--- src/rtl/tristate_bus_pkg.sv ---
// Shared types and sizing helpers for the tristate bus arbiter.
package tristate_bus_pkg;

    typedef enum logic [1:0] {
        IDLE  = 2'd0,
        DRIVE = 2'd1,
        TURN  = 2'd2
    } state_e;

    // Hold counter covers MAX_HOLD up to 255; turnaround counter up to 7.
    localparam int HOLD_W = 8;
    localparam int TURN_W = 3;

    // Index width for an N-entry one-hot vector (at least one bit).
    function automatic int idx_w(input int n);
        return (n > 1) ? $clog2(n) : 1;
    endfunction

endpackage

--- src/rtl/tristate_bus_arbiter_rr_pick.sv ---
// Combinational round-robin selector: first set request at or after ptr,
// wrapping at N. Kept generic so other arbiters can reuse it.
module rr_pick #(
    parameter int N  = 4,
    parameter int IW = 2
) (
    input  logic [N-1:0]  req_i,
    input  logic [IW-1:0] ptr_i,
    output logic [N-1:0]  onehot_o,
    output logic [IW-1:0] index_o,
    output logic          valid_o
);

    // Scan N positions starting at the pointer; the first hit wins.
    always_comb begin
        onehot_o = '0;
        index_o  = '0;
        valid_o  = 1'b0;
        for (int k = 0; k < N; k++) begin
            int j;
            j = int'(ptr_i) + k;
            if (j >= N) j = j - N;
            if (!valid_o && req_i[j]) begin
                valid_o     = 1'b1;
                onehot_o[j] = 1'b1;
                index_o     = IW'(j);
            end
        end
    end

endmodule

--- src/rtl/tristate_bus_arbiter.sv ---
// Round-robin owner of a shared tristate bus. Each grant is bounded by
// MAX_HOLD cycles and followed by TURNAROUND all-enables-low cycles plus one
// IDLE arbitration cycle, so no two buffers ever drive together.
module tristate_bus_arbiter
    import tristate_bus_pkg::*;
#(
    parameter int N_REQ      = 4,
    parameter int MAX_HOLD   = 16,
    parameter int TURNAROUND = 1
) (
    input  logic                      clk,
    input  logic                      rst_n,
    input  logic [N_REQ-1:0]          req,
    output logic [N_REQ-1:0]          grant,
    output logic [N_REQ-1:0]          drive_en,
    output logic [idx_w(N_REQ)-1:0]   owner_id,
    output logic                      bus_busy,
    output logic                      preempt
);

    localparam int IW = idx_w(N_REQ);

    if (N_REQ < 2 || N_REQ > 16) begin : g_bad_nreq
        $error("tristate_bus_arbiter: N_REQ must be 2..16");
    end
    if (MAX_HOLD < 1 || MAX_HOLD > 255) begin : g_bad_hold
        $error("tristate_bus_arbiter: MAX_HOLD must be 1..255");
    end
    if (TURNAROUND < 1 || TURNAROUND > 7) begin : g_bad_turn
        $error("tristate_bus_arbiter: TURNAROUND must be 1..7");
    end

    state_e             state_q, state_d;
    logic [IW-1:0]      ptr_q, ptr_d;
    logic [IW-1:0]      owner_q, owner_d;
    logic [N_REQ-1:0]   grant_q, grant_d;
    logic [HOLD_W-1:0]  hold_q, hold_d;
    logic [TURN_W-1:0]  turn_q, turn_d;
    logic               busy_q, busy_d;
    logic               preempt_q, preempt_d;

    logic [N_REQ-1:0]   pick_onehot;
    logic [IW-1:0]      pick_index;
    logic               pick_valid;

    rr_pick #(.N(N_REQ), .IW(IW)) u_pick (
        .req_i    (req),
        .ptr_i    (ptr_q),
        .onehot_o (pick_onehot),
        .index_o  (pick_index),
        .valid_o  (pick_valid)
    );

    // State and output registers; reset drops every enable immediately.
    always_ff @(posedge clk or negedge rst_n) begin
        if (!rst_n) begin
            state_q   <= IDLE;
            ptr_q     <= '0;
            owner_q   <= '0;
            grant_q   <= '0;
            hold_q    <= '0;
            turn_q    <= '0;
            busy_q    <= 1'b0;
            preempt_q <= 1'b0;
        end else begin
            state_q   <= state_d;
            ptr_q     <= ptr_d;
            owner_q   <= owner_d;
            grant_q   <= grant_d;
            hold_q    <= hold_d;
            turn_q    <= turn_d;
            busy_q    <= busy_d;
            preempt_q <= preempt_d;
        end
    end

    // Next-state logic: arbitrate in IDLE, count hold in DRIVE, gap in TURN.
    always_comb begin
        state_d   = state_q;
        ptr_d     = ptr_q;
        owner_d   = owner_q;
        grant_d   = grant_q;
        hold_d    = hold_q;
        turn_d    = turn_q;
        busy_d    = busy_q;
        preempt_d = 1'b0;
        unique case (state_q)
            IDLE: begin
                if (pick_valid) begin
                    state_d = DRIVE;
                    grant_d = pick_onehot;
                    owner_d = pick_index;
                    hold_d  = HOLD_W'(1);
                    busy_d  = 1'b1;
                end
            end
            DRIVE: begin
                if (!req[owner_q] || hold_q == HOLD_W'(MAX_HOLD)) begin
                    state_d   = TURN;
                    grant_d   = '0;
                    owner_d   = '0;
                    hold_d    = '0;
                    ptr_d     = (owner_q == IW'(N_REQ - 1)) ? '0 : owner_q + 1'b1;
                    turn_d    = TURN_W'(TURNAROUND);
                    busy_d    = 1'b1;
                    // Only a forced exit counts; a voluntary release is silent.
                    preempt_d = req[owner_q];
                end else begin
                    hold_d = hold_q + 1'b1;
                end
            end
            TURN: begin
                if (turn_q <= TURN_W'(1)) begin
                    state_d = IDLE;
                    turn_d  = '0;
                    busy_d  = 1'b0;
                end else begin
                    turn_d = turn_q - 1'b1;
                end
            end
            default: begin
                state_d = IDLE;
                grant_d = '0;
                owner_d = '0;
                busy_d  = 1'b0;
            end
        endcase
    end

    // Enables mirror the grant: the grant register is only nonzero in DRIVE.
    assign grant    = grant_q;
    assign drive_en = grant_q;
    assign owner_id = owner_q;
    assign bus_busy = busy_q;
    assign preempt  = preempt_q;

endmodule

--- config.mk ---
export PLATFORM = sky130hd
export DESIGN_NAME = tristate_bus_arbiter
export DESIGN_NICKNAME = d
export VERILOG_FILES = /design/src/rtl/tristate_bus_pkg.sv /design/src/rtl/tristate_bus_arbiter_rr_pick.sv /design/src/rtl/tristate_bus_arbiter.sv
export SDC_FILE = /design/constraint.sdc
export NUM_CORES = 1
export LEC_CHECK = 0
export ABC_AREA = 1
export CAP_MARGIN = 20
export CORE_ASPECT_RATIO = 0.75
export CORE_MARGIN = 1
export CORE_UTILIZATION = 42
export CTS_CLUSTER_DIAMETER = 50
export DETAILED_ROUTE_END_ITERATION = 10
export GPL_TIMING_DRIVEN = 1
export REMOVE_ABC_BUFFERS = 1
export SYNTH_ARGS = -nofsm -noshare
export SYNTH_HDL_FRONTEND = slang
export SYNTH_SLANG_ARGS = --single-unit
--- constraint.sdc ---
create_clock -name clk -period 1.64 [get_ports clk]
set_clock_uncertainty 0.05 [all_clocks]
set_input_delay 0.246 -clock clk [delete_from_list [all_inputs] [get_ports clk]]
set_output_delay 0.246 -clock clk [all_outputs]
set_load 0.01 [all_outputs]
==> flow_metrics.tcl, run 1 <==
set metrics [dict create \
    dieWidth_um 76.7 \
    post-route-period-util 1.02 \
    first_global_vias 1549 \
    yosysTopAreaCellShare 0.328 \
    grt_max_degree 24 \
    cts_tree "built" \
    synth_ff_type "dfrtp_1" \
    synth-seq-cells 23 \
    root_buffer "clkbuf_8" \
    worstReg2RegStart "ptr_q[0]" \
    seqPwrFrac 0.175 \
    synth_edf_count 0 \
    path_clk_slew_ns 0.08 \
    gp_congestion 0.833 \
    multi_input_area_um2 1290 \
    rsz0062_at_grt "yes" \
    cp.arrival_ns 1.82 \
    placed_area_um2 2110 \
    cts.sinks 23 \
    async_reset_ff_frac 1.00 \
    drt_pass1_iterations 4 \
    drc 0 \
    synth_area_per_cell_um2 7.44 \
    slew_violations 0 \
    cts-buffers-inserted 3 \
    finalInstanceArea_um2 2490 \
    r2r-end "owner_id[0]" \
    violations "setup timing" \
    critPathLaunch "ptr_q[0]" \
    syn_inst 236 \
    die-area_um2 4450 \
    initial_utilization 0.459 \
    synth_top_area_cell "dfrtp_1" \
    clock.fmax_mhz 600 \
    maxCapViolCount 0 \
    synth_area_um2 1760 \
    ys_top_cells_by_area "dfrtp_1 (33%), nand2_1 (13%), nand3_1 (10%)" \
    min_period_ns 1.67 \
    wl_per_cell_um 13.2 \
    synthMostInstantiatedCell "nand2_1" \
    p_leak_nw 1.21 \
    die_h_um 58.0 \
    worstPathRequired_ns 1.80 \
    cp-start-kind "flop" \
    comb_power_share 0.756 \
    reg2reg_slack_ns -0.03 \
    maxSlewHeadroom 0.756 \
    rows 19 \
    hpwl_um 3050 \
    ys_seq_area_frac 0.328 \
    ys_types 30 \
    antenna_found_initial 0 \
    p_clk_frac 0.069 \
    regArea_um2 578 \
    ir_drop_uv 1090 \
    overflow 0 \
    outcome "finished with violations" \
    final_hold_viol_count 0 \
    yosysWarningCount 0 \
    antenna_left 0 \
    coreArea_um2 3830 \
    n_antenna_cell 0 \
    final-setup-viol-count 9 \
    utilization 0.650 \
    dp_slack_ns -0.179 \
    yosys-top-cells-count "nand2_1 (62), nand3_1 (35), dfrtp_1 (23)" \
    nFillCells 331 \
    switching_share 0.512 \
    vias 1707 \
    crit_fanout 6 \
    end_kind "flop" \
    via_per_inst 5.14 \
    clock_latency_ns 0.27 \
    hold_path.class "input pin to async pin" \
    area_growth_pct 41.7 \
    p_per_area_nw_per_um2 2100 \
    portBuffers 17 \
    h-tree-depth 1 \
    cts_max_path_buffers 2 \
    rr_worst_depth 10 \
    p_switching_mw 2.68 \
    nNetsFinal 297 \
    drt-total-wl_um 4380 \
    critPathKind "flop to flop" \
    layout-drive-gt1-share 0.354 \
    power.total_mw 5.23 \
    worst_slack_ns -0.0260 \
    grt_pass1_wl_um 7330 \
    internal_power_mw 2.55 \
    ioPinCount 18 \
    fin_setup_tns_ns -0.0649 \
    tightest_slew_ns 0.365 \
    gr-usage-all-layers 0.212 \
    initialDrtViolationCount 127 \
]
worst max-delay path, stage by stage (launching register included):
cell and delay, ns:
dfrtp_2 0.44, inv_8 0.04, ha_4 0.32, inv_4 0.06, nand3_4 0.08, nand2_8 0.08, nor2_8 0.13, nand4_4 0.12
nand2_4 0.13, nand2_1 0.07, nand2_1 0.08
layer usage:
| metal | share of wire | global-route usage |
|---|---|---|
| met3 | 0.043 | 0.0441 |
| met5 | 0 | 0 |
| met1 | 0.54 | 0.323 |
| met4 | 0.0064 | 0.0440 |
| met2 | 0.41 | 0.306 |
logic make-up after synthesis:
family          share of synthesized area
xor+xnor                           0.0249
compound gates                     0.0662
flops                               0.328
simple gates                        0.424
fa+ha+maj                          0.0712
buf+inv                            0.0855
timing repair:
item,in CTS,in global routing
buffers inserted,0,5
cloned,2,0
resized for setup,14,50
endpoints found under the setup margin,17,21
hold buffers,0,0
pin swaps,4,21
metrics by stage:
stage	hold slack, ns	instances
global route	0.299	332
detailed placement	0.411	321
global placement	0.419	321
floorplan	-0.0996	231
finish	0.276	332
CTS	0.288	327
cell usage in the layout (no fill, tap or decap), types with 6 or more instances in the layout:
master	count
a21oi_1	7
buf_4	22
clkdlybuf4s50_1	16
dfrtp_1	21
ha_1	7
inv_1	18
inv_2	6
nand2_1	53
nand2_2	10
nand2_4	8
nand3_1	20
nand3_2	15
nand4_1	7
nor2_1	10
state kept, by name (all words and copies together), names as in the netlist:
signal    cells
bus_busy      1
hold_q        8
preempt       1
owner_id      2
drive_en      4
state_q       2
ptr_q         2
turn_q        3
cell type report:
cell class | instances | area share
multi-input cells | 183 | 0.519
flip-flops and latches | 23 | 0.232
repair buffers | 43 | 0.157
clock buffers | 3 | 0.0166
well taps | 52 | 0.0261
clock inverters | 1 | 0.00302
inverters | 27 | 0.0458
how the worst max path moves through the flow:
stage	slack, ns	endpoint	cells after the start
6_report	-0.03	owner_id[0]	10
5_1_grt	-0.12	owner_id[0]	10
4_1_cts	0.001	hold_q[5]	12
3_5_place_dp	-0.18	owner_id[0]	9
3_3_place_gp	-0.18	owner_id[0]	9
2_1_floorplan	-0.23	owner_id[0]	9
power groups by stage:
stage | Sequential [mW] | Clock (mW) | Combinational (mW)
2_1_floorplan | 0.955 | 0 | 1.84
3_3_place_gp | 0.901 | 0 | 2.93
3_5_place_dp | 0.898 | 0 | 2.93
4_1_cts | 0.896 | 0.380 | 3.26
5_1_grt | 0.942 | 0.401 | 4.34
6_report | 0.916 | 0.363 | 3.95
Note: power is estimated with default switching activity, not from simulation.
==> inputs of run 2 (changes only) <==
--- a/config.mk
+++ b/config.mk
@@ -7,12 +7,15 @@
 export LEC_CHECK = 0
 export ABC_AREA = 1
 export CAP_MARGIN = 20
+export CELL_PAD_IN_SITES_DETAIL_PLACEMENT = 1
+export CELL_PAD_IN_SITES_GLOBAL_PLACEMENT = 1
 export CORE_ASPECT_RATIO = 0.75
 export CORE_MARGIN = 1
-export CORE_UTILIZATION = 42
+export CORE_UTILIZATION = 37
 export CTS_CLUSTER_DIAMETER = 50
 export DETAILED_ROUTE_END_ITERATION = 10
 export GPL_TIMING_DRIVEN = 1
+export PLACE_DENSITY_LB_ADDON = 0.1
 export REMOVE_ABC_BUFFERS = 1
 export SYNTH_ARGS = -nofsm -noshare
 export SYNTH_HDL_FRONTEND = slang
==> flow_metrics.tcl, run 2 (same netlist as run 1, synthesis figures left out) <==
set metrics [dict create \
    worstPathRequired_ns 1.75 \
    nFillCells 572 \
    critPathBufInv 2 \
    placed_area_um2 2110 \
    critical-path-top-delay-family "simple AND/OR/NAND/NOR gates" \
    layout-drive-gt1-share 0.289 \
    finalInstanceArea_um2 2350 \
    antenna_found_initial 0 \
    multi_input_area_um2 1150 \
    grt_pass1_wl_um 8310 \
    gr-usage-all-layers 0.221 \
    vias 1724 \
    die-area_um2 5030 \
    top_register "hold_q" \
    die_h_um 61.7 \
    rows 21 \
    cp-start-kind "flop" \
    area_growth_pct 33.8 \
    cts-buffers-inserted 3 \
    tightest_slew_ns 0.352 \
    regArea_um2 578 \
    fin_setup_tns_ns -0.401 \
    holdWs_ns 0.283 \
    coreArea_um2 4520 \
    crit_fanout 5 \
    root_buffer "clkbuf_8" \
    slowest_delay_ns 0.39 \
    initial_utilization 0.389 \
    maxSlewHeadroom 0.765 \
    h-tree-depth 1 \
    dieWidth_um 81.6 \
    slew_violations 0 \
    rr_worst_depth 10 \
    end_kind "flop" \
    rsz0062_at_grt "yes" \
    portBuffers 17 \
    dp_slack_ns -0.267 \
    outcome "finished with violations" \
    via_per_inst 5.12 \
    hold_path.class "input pin to async pin" \
    clock.fmax_mhz 593 \
    worst_slack_ns -0.0472 \
    ioPinCount 18 \
    initialDrtViolationCount 61 \
    grt_max_degree 24 \
    crit_cells 10 \
    cp.arrival_ns 1.79 \
    layout_common_cells "nand2_1 (56), nand3_1 (32), buf_4 (22), dfrtp_1 (21), inv_1 (20)" \
    cts_max_path_buffers 2 \
    cts.sinks 23 \
    post-route-period-util 1.03 \
    cts_tree "built" \
    worstPathCellList "inv_1, ha_2, nand2_1, nor3_1, nand2_1, nand2_2, nand2_2, buf_4, nor2_1, a21oi_1" \
    p_per_area_nw_per_um2 2120 \
    final_hold_viol_count 0 \
    critPathSlowestCell "dfrtp_1" \
    wl_per_cell_um 14.9 \
    drc 0 \
    final_common_cell "nand2_1" \
    ir_drop_uv 883 \
    power.total_mw 4.99 \
    n_antenna_cell 0 \
    overflow 0 \
    p_leak_nw 1.17 \
    ctsHoldBuffers 0 \
    final-setup-viol-count 16 \
    critPathKind "flop to flop" \
    first_global_vias 1666 \
    hpwl_um 3640 \
    drt_pass1_iterations 4 \
    gp_congestion 0.796 \
    min_period_ns 1.69 \
    largest_reg_flops 8 \
    nNetsFinal 297 \
    violations "setup timing" \
    path_clk_slew_ns 0.09 \
    antenna_left 0 \
    drt-total-wl_um 5010 \
    maxCapViolCount 0 \
    clock_latency_ns 0.27 \
]
==> run 2: worst paths after layout <==
path                           start          end  slack [ns]
max in group asynchronous      rst_n  owner_id[0]        0.99
setup reg to reg           hold_q[0]     ptr_q[1]       -0.05
min in group clk            bus_busy     bus_busy        0.45
hold reg to reg             bus_busy     bus_busy        0.45
hold / removal                 rst_n    turn_q[1]        0.28
setup / recovery           hold_q[0]     ptr_q[1]       -0.05
==> run 2: cell type report <==
cell class / instances / area share
flip-flops and latches: 23 / 0.246
repair buffers: 44 / 0.167
clock inverters: 1 / 0.00213
well taps: 57 / 0.0303
clock buffers: 3 / 0.0176
inverters: 27 / 0.0463
multi-input cells: 182 / 0.491
==> run 2: what timing repair did <==
action,CTS,global route
endpoints found under the hold margin,0,0
cloned,1,0
pin swaps,8,13
setup buffers,2,5
gates resized for setup,15,20
setup endpoints to repair,18,21
==> run 2: where the power goes <==
group          total [mW]  internal [mW]  switching [mW]  leakage, nW
Combinational        3.70           1.53            2.18        0.852
Sequential          0.912          0.740           0.173        0.296
Clock               0.370          0.170           0.200       0.0255
==> run 2: layer usage <==
layer,global-route usage,up-vias,part of all wire
li1,-,862,-
met1,0.339,834,0.54
met2,0.335,26,0.43
met3,0.0400,2,0.027
met4,0.0128,0,0.0020
met5,0,-,0
==> run 2: stage by stage <==
stage / utilization / std cells
floorplan: - / 231
global placement: 0.466 / 325
detailed placement: 0.466 / 325
CTS: 0.496 / 332
global route: 0.520 / 337
finish: 0.520 / 337
==> variant, RTL diff (settings of run 2) <==
Encoding of `state_e`: now one-hot (3 bits for 3 states).
--- a/src/rtl/tristate_bus_pkg.sv
+++ b/src/rtl/tristate_bus_pkg.sv
@@ -1,10 +1,10 @@
 // Shared types and sizing helpers for the tristate bus arbiter.
 package tristate_bus_pkg;
 
-    typedef enum logic [1:0] {
-        IDLE  = 2'd0,
-        DRIVE = 2'd1,
-        TURN  = 2'd2
+    typedef enum logic [2:0] {
+        IDLE  = 3'b001,
+        DRIVE = 3'b010,
+        TURN  = 3'b100
     } state_e;
 
     // Hold counter covers MAX_HOLD up to 255; turnaround counter up to 7.
Formal check against the unedited RTL: same outputs for any inputs over 10 cycles, from zero or initial values and one cycle with rst_n low; not proved beyond that.
==> variant against run 2 <==
- synthesized area is 0.64% higher
- sequential cell count is 1 higher
- critical path type unchanged
- the flow still finishes with violations (negative setup slack)
- worst setup slack better by 32 ps
- wire length is 0.18% lower
- total power is 3.2% lower
- combinational power is 8.9% lower
- final area is 0.21% higher
==> variant: results <==
group,metric,value,unit
place,place_inst,319,
synthesis,synthDistinctLibCells,34,
cts,cts.repair.resized,17,
global_route,grt_util_met2,0.3471,
sta,fin_hold_ws,275.8,ps
cts,post_cts_buffers,1,
finish,final_cell_count_no_fill,325,
global_route,grt_use_met3,0.04526,
global_route,grt_pass1_vias,1650,
global_route,grt_pass1_wl,8107,µm
routing,route.met3.wl,232,µm
sta,setup_ws,-15.27,ps
finish,drive_gt1_frac,0.3060,
sta,finalSetupViolCount,2,
routing,first_iter_violations,95,
finish,ff_latch_area,603.1,µm²
synthesis,ys_seq_area_frac,0.3404,
place,dp_hpwl,3851,µm
finish,final-clk-cell-share,0.03027,
critical_path,path_depth,11,
synthesis,synthTopCellsByArea,"dfrtp_1 33%, nand2_1 12%, nand3_1 7.6%, ha_1 5.7%, nand2_4 4.5%",
sta,tns,-27.37,ps
routing,viasPerCell,5.157,
critical_path,cp.arrival,1820,ps
routing,routedWlPerCell,15.38,µm
finish,multi_input_gates,173,
critical_path,crit_start,"ptr_q[0]$_DFFE_PN0P_",
outcome,status,"finished, violations left",
critical_path,crit_family,"simple AND/OR/NAND/NOR gates",
place,dp_slack,-332.9,ps
outcome,failed_checks,"negative setup slack",
pwr,leakagePower,1.133,nW
synthesis,yosys-top-cells-count,"56 x nand2_1, 27 x nand3_1, 23 x dfrtp_1",
finish,buf_share,0.1683,
finish,fill_cells,559,
global_route,grt_use_met1,0.3094,
sta,max_slew.worst_pin.slew,331.5,ps
pwr,ir_drop,0.9841,mV
global_route,grt_max_degree,25,
finish,inv_count,23,
finish,area_delta_synth_final,33.26,%
critical_path,worstSetupEndpoint,"drive_en[3]$_DFFE_PN0P_",
finish,num-nets-final,283,
global_route,grt_usage,0.2174,
critical_path,critPathSlowestCell,"dfrtp_2",
cts,clk_path_buf_depth,2,
routing,met1_length,2517,µm
synthesis,ys_ff_latch,24,
routing,dr_wl_met2,2216,µm
finish,multi_input_area_share,0.4732,
critical_path,cpPeakStageDelay,430,ps
place,placed_cell_area,2141,µm²
## variant: cell count changes after synthesis, moves of 3 or more
| cell | run 2 | this run |
|---|---|---|
| a21oi_1 | 7 | 10 |
| nor3_1 | 5 | 1 |
| inv_2 | 5 | 2 |
| nand2_1 | 62 | 56 |
| nor2_2 | 3 | 0 |
| nand3_1 | 35 | 27 |
| o21ai_2 | 0 | 5 |
| nor2_1 | 12 | 20 |
## variant: power breakdown
group          leakage (nW)  internal, mW  total, mW  switching [mW]
sequential            0.312         0.770      0.927           0.157
combinational         0.785          1.40       3.37            1.96
clock                0.0357         0.327      0.534           0.207
## variant: logic make-up (layout without fill, tap and decap cells)
family / after synthesis / in the layout / share of synthesized area
xor gates and xnor gates: 3 / 3 / 0.01486
AOI/OAI and AO/OA: 26 / 26 / 0.09201
DFF: 24 / 24 / 0.3404
buffers and inverters: 29 / 71 / 0.08634
and+or+nand+nor: 136 / 136 / 0.4098
adders and majority gates: 8 / 8 / 0.05662
